===== config.mk =====
export PLATFORM = sky130hd
export DESIGN_NAME = booth_mul_seq
export DESIGN_NICKNAME = d
export VERILOG_FILES = /design/src/rtl/booth_mul_seq.sv
export SDC_FILE = /design/constraint.sdc
export NUM_CORES = 1
export LEC_CHECK = 0
export CORE_ASPECT_RATIO = 1.4
export CORE_MARGIN = 2
export CORE_UTILIZATION = 60
export CTS_BUF_LIST = sky130_fd_sc_hd__clkbuf_4 sky130_fd_sc_hd__clkbuf_8 sky130_fd_sc_hd__clkbuf_16
export CTS_CLUSTER_DIAMETER = 100
export DETAILED_ROUTE_END_ITERATION = 10
export PLACE_DENSITY_LB_ADDON = 0.15
export SLEW_MARGIN = 20
export SYNTH_ARGS = -nofsm -noshare
export SYNTH_HDL_FRONTEND = slang
export SYNTH_SLANG_ARGS = --single-unit

===== constraint.sdc =====
create_clock -name clk -period 6.7 [get_ports clk]
set_input_delay 1.34 -clock clk [delete_from_list [all_inputs] [get_ports clk]]
set_output_delay 1.34 -clock clk [all_outputs]
set_load 0.1 [all_outputs]

===== src/rtl/booth_mul_seq.sv =====
// Sequential radix-4 Booth multiplier for the MULT/MULTU path.
// One WIDTH x WIDTH operation (signed or unsigned) is accepted through a
// valid/ready handshake. Two multiplier bits are retired per CALC cycle, and
// the exact 2*WIDTH product is returned through a second valid/ready
// handshake. A cancel input flushes any operation in flight.
//
// Optional feature: define MUL_EARLY_TERM_EN to leave CALC as soon as every
// remaining Booth digit is zero. The result is identical either way.
//
// state  | meaning
// -------+---------------------------------------------------------------
// S_IDLE | waiting for operands
// S_CALC | one Booth digit per cycle is added into the accumulator
// S_DONE | mul_res holds the product until the consumer takes it

module booth_mul_seq #(
  parameter int WIDTH = 32
) (
  input  logic                 clk,
  input  logic                 resetn,
  input  logic                 in_valid,
  output logic                 in_ready,
  input  logic [WIDTH-1:0]     mul_a,
  input  logic [WIDTH-1:0]     mul_b,
  input  logic                 mul_signed,
  input  logic                 cancel,
  output logic                 out_valid,
  input  logic                 out_ready,
  output logic [2*WIDTH-1:0]   mul_res
);

  // Two guard bits let the unsigned case use the same signed Booth recoding.
  localparam int EXT_W  = WIDTH + 2;
  localparam int ACC_W  = 2 * WIDTH + 2;
  localparam int N_ITER = WIDTH / 2 + 1;
  localparam int CNT_W  = $clog2(N_ITER + 1);

  typedef enum logic [1:0] {
    S_IDLE = 2'd0,
    S_CALC = 2'd1,
    S_DONE = 2'd2
  } state_t;

  state_t state, state_nxt;

  logic [EXT_W-1:0] a_ext;
  logic [EXT_W-1:0] b_ext;
  // The multiplicand is kept pre-shifted by i, so each digit adds in place.
  logic [ACC_W-1:0] a_sh;
  logic [ACC_W-1:0] acc;
  logic [ACC_W-1:0] digit;
  logic [ACC_W-1:0] acc_sum;
  // Bit 0 is b[i-1]; bits [2:0] form the current Booth triple.
  logic [EXT_W:0]   b_sh;
  logic [EXT_W:0]   b_shr;
  logic [CNT_W-1:0] cnt;
  logic             accept;
  logic             last_iter;

  // Handshake signals. in_ready sees only cancel, out_ready and registered state.
  assign in_ready  = !cancel && resetn &&
                     ((state == S_IDLE) || ((state == S_DONE) && out_ready));
  assign accept    = in_valid && in_ready;
  assign out_valid = (state == S_DONE);

  // Extend the operands by two bits, with sign or zero fill.
  assign a_ext = mul_signed ? {{2{mul_a[WIDTH-1]}}, mul_a} : {2'b00, mul_a};
  assign b_ext = mul_signed ? {{2{mul_b[WIDTH-1]}}, mul_b} : {2'b00, mul_b};

  // Multiplier window for the next iteration. The shift fills with the top
  // bit, which is already the extended sign (or zero).
  assign b_shr = {{2{b_sh[EXT_W]}}, b_sh[EXT_W:2]};

  // Recode {b[i+1], b[i], b[i-1]} into a digit in {0, +-A, +-2A}.
  always_comb begin
    digit = '0;
    case (b_sh[2:0])
      3'b001, 3'b010: digit = a_sh;
      3'b011:         digit = a_sh << 1;
      3'b100:         digit = -(a_sh << 1);
      3'b101, 3'b110: digit = -a_sh;
      default:        digit = '0;
    endcase
  end

  assign acc_sum = acc + digit;

`ifdef MUL_EARLY_TERM_EN
  logic rest_uniform;
  // If the remaining bits and the next b[i-1] are all equal, every remaining
  // digit is zero and acc_sum is already the final product.
  assign rest_uniform = (&b_shr) || !(|b_shr);
  assign last_iter    = (cnt == CNT_W'(N_ITER - 1)) || rest_uniform;
`else
  assign last_iter    = (cnt == CNT_W'(N_ITER - 1));
`endif

  // State register.
  always_ff @(posedge clk or negedge resetn) begin
    if (!resetn) begin
      state <= S_IDLE;
    end else begin
      state <= state_nxt;
    end
  end

  // Next-state logic. cancel overrides every handshake.
  always_comb begin
    state_nxt = state;
    if (cancel) begin
      state_nxt = S_IDLE;
    end else begin
      case (state)
        S_IDLE: begin
          if (accept) state_nxt = S_CALC;
        end
        S_CALC: begin
          if (last_iter) state_nxt = S_DONE;
        end
        S_DONE: begin
          // Taking a new operand here, in the same cycle as the output
          // handshake, gives back-to-back operation with no idle cycle.
          if (out_ready) state_nxt = accept ? S_CALC : S_IDLE;
        end
        default: state_nxt = S_IDLE;
      endcase
    end
  end

  // Datapath: load on accept, then iterate. mul_res is written only on the
  // final iteration, which is the transition into S_DONE.
  always_ff @(posedge clk or negedge resetn) begin
    if (!resetn) begin
      a_sh    <= '0;
      b_sh    <= '0;
      acc     <= '0;
      cnt     <= '0;
      mul_res <= '0;
    end else if (accept) begin
      a_sh <= {{(ACC_W - EXT_W){a_ext[EXT_W-1]}}, a_ext};
      b_sh <= {b_ext, 1'b0};
      acc  <= '0;
      cnt  <= '0;
    end else if ((state == S_CALC) && !cancel) begin
      acc  <= acc_sum;
      a_sh <= a_sh << 2;
      b_sh <= b_shr;
      cnt  <= cnt + 1'b1;
      if (last_iter) begin
        mul_res <= acc_sum[2*WIDTH-1:0];
      end
    end
  end

endmodule


Word level (Yosys, flattened, before mapping). Cells that the tools add are included.

Bits in registers: 238. Output and inout bits: 66. Word-level logic and storage cells: 54.

Add/subtract/negate cells: 4. Equality and inequality tests: 12. Muxes and demuxes: 17. Bitwise gates (word level): 1. Reduce and logical (&&, ||, !) cells: 13.

Operator list (number): $mux W66 (4); $pmux W66 S4 (1); $neg A66 Y66 (2); $mux W34 (3); $add A66 B66 Y66 (1); $mux W35 (1); $mux W5 (2); $eq A3 B3 Y1 const B (3); $mux W2 (4); $eq A3 B2 Y1 const B (2); $ne A3 B3 Y1 const B (2); $pmux W2 S3 (1); $reduce_and A3 Y1 (2); $add A5 B1 Y5 const B (1); $eq A5 B5 Y1 const B (1); $logic_and A1 B1 Y1 (5); $reduce_or A2 Y1 (2); $eq A3 B1 Y1 const B (1); $ne A3 B2 Y1 const B (1); $eq A2 B1 Y1 const B (1); $eq A2 B2 Y1 const B (1); $logic_not A2 Y1 (1); $reduce_bool A2 Y1 (1); $logic_not A1 Y1 (1); other kinds (3) (3).

Logic depth before layout (Yosys ltp). Gate-level depths: netlist (run 1).

Depth in word-level cells: 9. Mapped depth: 23. Depth with buffers taken out: 21.

Least setup slack after synthesis (run 1). No wires, ideal clock.

Path type: in2reg. Start point: input out_ready. End point: register a_sh[51]. Setup time: 0.077 ns. Data arrival time: 7.789 ns. Required time: 6.623 ns. Setup slack: -1.166 ns. Stages on the path: 7. Path buffers: 1. Path through: inv_1 -> a2111oi_0 -> nand2_1 -> nand2_1 -> clkbuf_1 -> nor2_1 -> a21oi_1.

Longest elaborated chain between the ends: 5. Elaborated cells between the ends (all ways): 6.

Ends and longest elaborated chain: start, declared (line 28) `input logic out_ready,`; $logic_and A1 B1 Y1 (*) (line 62) `((state == S_IDLE) || ((state == S_DONE) && out_ready));`; $logic_or A1 B1 Y1 (*) (line 62); $logic_and A1 B1 Y1 (*) (line 61) `assign in_ready = !cancel && resetn &&`; named net in_ready (line 22) `output logic in_ready,`; $logic_and A1 B1 Y1 (*) (line 63) `assign accept = in_valid && in_ready;`; $mux W66 / $reduce_bool A2 Y1 (equally long branches); end signal, assigned (line 140) `a_sh <= {{(ACC_W - EXT_W){a_ext[EXT_W-1]}}, a_ext};`; end signal, assigned (line 146) `a_sh <= a_sh << 2;`; end, declared (line 49) `logic [ACC_W-1:0] a_sh;`.

The timed path passes the listed nets; every way through them passes the cells marked *. A chain may end at the register's enable or synchronous reset.

Worst setup path in the final report (run 1).
Start point: register a_sh[2]. End point: register acc[59].

Longest elaborated chain between the ends: 5. Elaborated cells between the ends (all ways): 6.

Ends and longest elaborated chain: $neg A66 Y66, on equally long branches (line 81, 80); $pmux W66 S4 (*) (line 77) `case (b_sh[2:0])`; $add A66 B66 Y66 (*) (line 86) `assign acc_sum = acc + digit;`; $mux W66 (*) (line 144) `end else if ((state == S_CALC) && !cancel) begin`; $mux W66 (*) (line 139) `end else if (accept) begin`; end signal, assigned (line 145) `acc <= acc_sum;`; end, declared (line 50) `logic [ACC_W-1:0] acc;`.

Mark *: on every way between the ends. The rest lies on a longest branch, timed or not. The select of a mux whose other input is x is not followed.

==> results of run 1 <==
## final cells by class
type | count | area, µm² | share of cell area, %
clock buffer | 33 | 704 | 3.74
timing repair buffer | 176 | 1680 | 8.90
tap | 365 | 457 | 2.42
multi-input combinational | 1603 | 9940 | 52.8
sequential | 234 | 5860 | 31.1
clock inverter | 13 | 124 | 0.657
inverter | 21 | 78.8 | 0.418
## placed cells by master, fill, tap and decap left out, types with 31 or more instances in the layout
cell type,n
nand2_1,374
dfrtp_1,231
o21ai_0,167
nor2_1,141
a21oi_1,134
clkdlybuf4s50_1,134
a22oi_1,91
xnor2_1,81
ha_1,66
xor2_1,58
a22o_1,45
buf_4,40
a21o_1,38
nand3_1,31
## worst max-delay path: stages (launching register included)
cell	delay [ns]
dfrtp_1	0.46
or4_1	0.61
or4_4	0.47
or3_4	0.38
or4_4	0.45
or3_1	0.38
a22oi_1	0.19
nor2_1	0.07
a221o_1	0.30
ha_1	0.36
a21oi_1	0.31
o21bai_1	0.10
a21oi_1	0.35
o221ai_1	0.23
a2111oi_1	0.47
buf_4	0.21
a21oi_2	0.10
a31oi_1	0.47
xor2_1	0.18
o21ai_0	0.09
## registers in the layout, summed over array words and instances (netlist names)
| name | count |
|---|---|
| b_sh | 35 |
| a_sh | 64 |
| state | 2 |
| acc | 64 |
| mul_res | 64 |
| cnt | 5 |
## routing by layer
layer / vias up / track usage, % / share of wire (%)
met5: - / 0 / 0
li1: 7331 / - / -
met2: 704 / 58.9 / 47
met4: 0 / 17.7 / 5.5
met1: 7592 / 47.0 / 41
met3: 174 / 4.23 / 6.5
## where the power goes
group / switching (mW) / total (mW) / internal (mW) / leakage [nW]
registers: 0.444 / 2.17 / 1.73 / 3.05
clock network: 0.633 / 1.42 / 0.790 / 0.405
logic: 2.58 / 4.14 / 1.56 / 5.00
total: 3.66 / 7.74 / 4.08 / 8.45
## cells by family after synthesis
| kind of cell | share of synthesized area [%] |
|---|---|
| buffers and inverters | 4.37 |
| AO/OA/AOI/OAI | 25.3 |
| XOR/XNOR | 7.39 |
| AND/OR/NAND/NOR | 19.7 |
| flip-flops | 35.5 |
| adder cells (fa/ha/maj) | 5.13 |
| multiplexers | 2.63 |
## metrics by stage
step / hold slack [ns] / area [µm²] / power, mW
finish: 0.470 / 18800 / 7.74
floorplan: 0.446 / 16500 / 5.03
global route: 0.497 / 18800 / 8.22
detailed placement: 0.463 / 18000 / 6.20
CTS: 0.479 / 18800 / 7.64
global placement: 0.456 / 18000 / 6.13
## worst max-delay path by stage
stage | slack, ns | start | to | depth (start not counted)
floorplan | 0.45 | out_ready | a_sh[51]$_DFFE_PN0P_ | 7
global placement | 0.42 | a_sh[0]$_DFFE_PN0P_ | mul_res[46]$_DFFE_PN0P_ | 19
detailed placement | 0.32 | a_sh[1]$_DFFE_PN0P_ | mul_res[46]$_DFFE_PN0P_ | 19
CTS | 0.27 | a_sh[1]$_DFFE_PN0P_ | mul_res[42]$_DFFE_PN0P_ | 19
global route | 0.07 | a_sh[2]$_DFFE_PN0P_ | acc[59]$_DFFE_PN0P_ | 19
finish | 0.39 | a_sh[2]$_DFFE_PN0P_ | acc[59]$_DFFE_PN0P_ | 19
## what timing repair did
item,in CTS,in global routing
hold endpoints to repair,0,0
gates resized for setup,0,3
hold buffers,0,0
endpoints found under the setup margin,0,9
==> results.py, run 1 <==
metrics = {
    "die": {
        "io_pins": 136,
        "initial_utilization_pct": 61.2,
        "die_height_um": 200,
        "die_x_um": 144,
        "core_region_area_um2": 26900,
        "num_rows": 71,
        "dieArea_um2": 28800,
    },
    "route": {
        "first_pass_iters": 6,
        "route.detailed.drc": 0,
        "vias": 15801,
        "avgRoutedWirePerCell_um": 21.1,
        "via_per_inst": 6.46,
        "ant_nets": 0,
        "routed_wl_um": 51600,
        "drt_iter0_drc": 1523,
    },
    "layout": {
        "drive_gt1_share_pct": 7.55,
        "fin_nets": 2198,
        "syn2layout_area_growth_pct": 14.3,
        "fin_util_pct": 70.0,
        "fill_cells": 2221,
        "num_antenna_cells": 0,
        "instances_no_fill": 2445,
    },
    "place": {
        "dp.cells": 2399,
        "dp_hpwl_um": 36800,
        "dp_worst_setup_slack_ns": 0.317,
        "numPortBuffers": 135,
        "place_congestion": 1.01,
    },
    "synth": {
        "avgSynthCellArea_um2": 8.15,
        "synthArstFlopShare_pct": 100,
        "synth_area_um2": 16500,
        "synth-seq-cells": 234,
        "synthCells": 2023,
        "synthTopCellsByCount": "375 x nand2_1, 234 x dfrtp_1, 167 x o21ai_0",
        "yosysMostFrequentCell": "nand2_1",
        "synth_area_leader_cell": "dfrtp_1",
        "synth_area_leaders": "dfrtp_1 36%, nand2_1 8.5%, o21ai_0 5.1%",
        "yosysUniqueCellTypes": 76,
        "ys.flop_type": "dfrtp_1",
        "ys_seq_area_share_pct": 35.5,
        "synth_edf_count": 0,
        "yosys_warnings": 0,
        "yosysTopAreaCellShare_pct": 35.5,
        "synth_nets": 2160,
    },
    "critical_path": {
        "reg2regPathDepth": 19,
        "worstReg2RegEnd": "acc[59]$_DFFE_PN0P_",
        "path_max_fanout": 8,
        "crit_path_end_kind": "flip-flop",
        "path_class": "reg2reg",
        "worstPathRequired_ns": 7.10,
        "critPathArrivalTime_ns": 6.71,
        "reg2reg_from": "a_sh[2]$_DFFE_PN0P_",
        "rrSetupSlack_ns": 0.39,
        "cp-start-kind": "flip-flop",
    },
    "clock_tree": {
        "clk_pin_slew_ns": 0.07,
        "clock_path_buffers": 3,
        "cts-root-buf": "clkbuf_16",
        "htreeDepth": 1,
        "cts_buffers": 25,
        "postCtsSetupBuffers": 0,
        "clock-sinks": 234,
        "clock_latency_ns": 0.56,
        "cts_tree": "done",
    },
    "flow_run": {
        "maxCapViolations": 0,
    },
    "timing": {
        "relSlewSlack_pct": 26.6,
        "finalHoldViolations": 0,
        "final.min_clock_period_ns": 6.31,
        "fin_crit_sh_pct": 94.2,
        "final.setup_skew_ns": 0.0107,
        "setup_violations": 0,
        "fin_tns_setup_ns": 0,
        "finalWorstSetupSlack_ns": 0.388,
        "finalMaxSlewViolations": 0,
        "tightestPinTransition_ns": 1.10,
        "rsz0062_at_grt": "false",
        "fmax_mhz": 158,
    },
    "grt": {
        "grt_max_degree": 95,
        "grt.total_usage_pct": 36.0,
        "grt_pass1_vias": 15516,
        "grt_pass1_wl_um": 83600,
        "antenna_found_initial": 0,
        "grt.overflow.total": 0,
    },
    "hold_path": {
        "min_to": "mul_res[38]$_DFFE_PN0P_",
        "worstHoldStart": "mul_res[38]$_DFFE_PN0P_",
        "hold_depth": 2,
        "hp-class": "reg2reg",
    },
    "pwr": {
        "power_density_nw_per_um2": 411,
        "max-vdd-ir-drop_mv": 0.304,
        "power_leakage_nw": 8.45,
    },
    "status": {
        "status": "complete, no violations",
    },
}
Note: power is estimated with default switching activity, not from simulation.
==> inputs of run 2 (changes only) <==
SKIP_CTS_REPAIR_TIMING = 1   (was not set)
==> results of run 2 <==
Same layout as run 1: the final DEF is identical, and so are final timing and power.
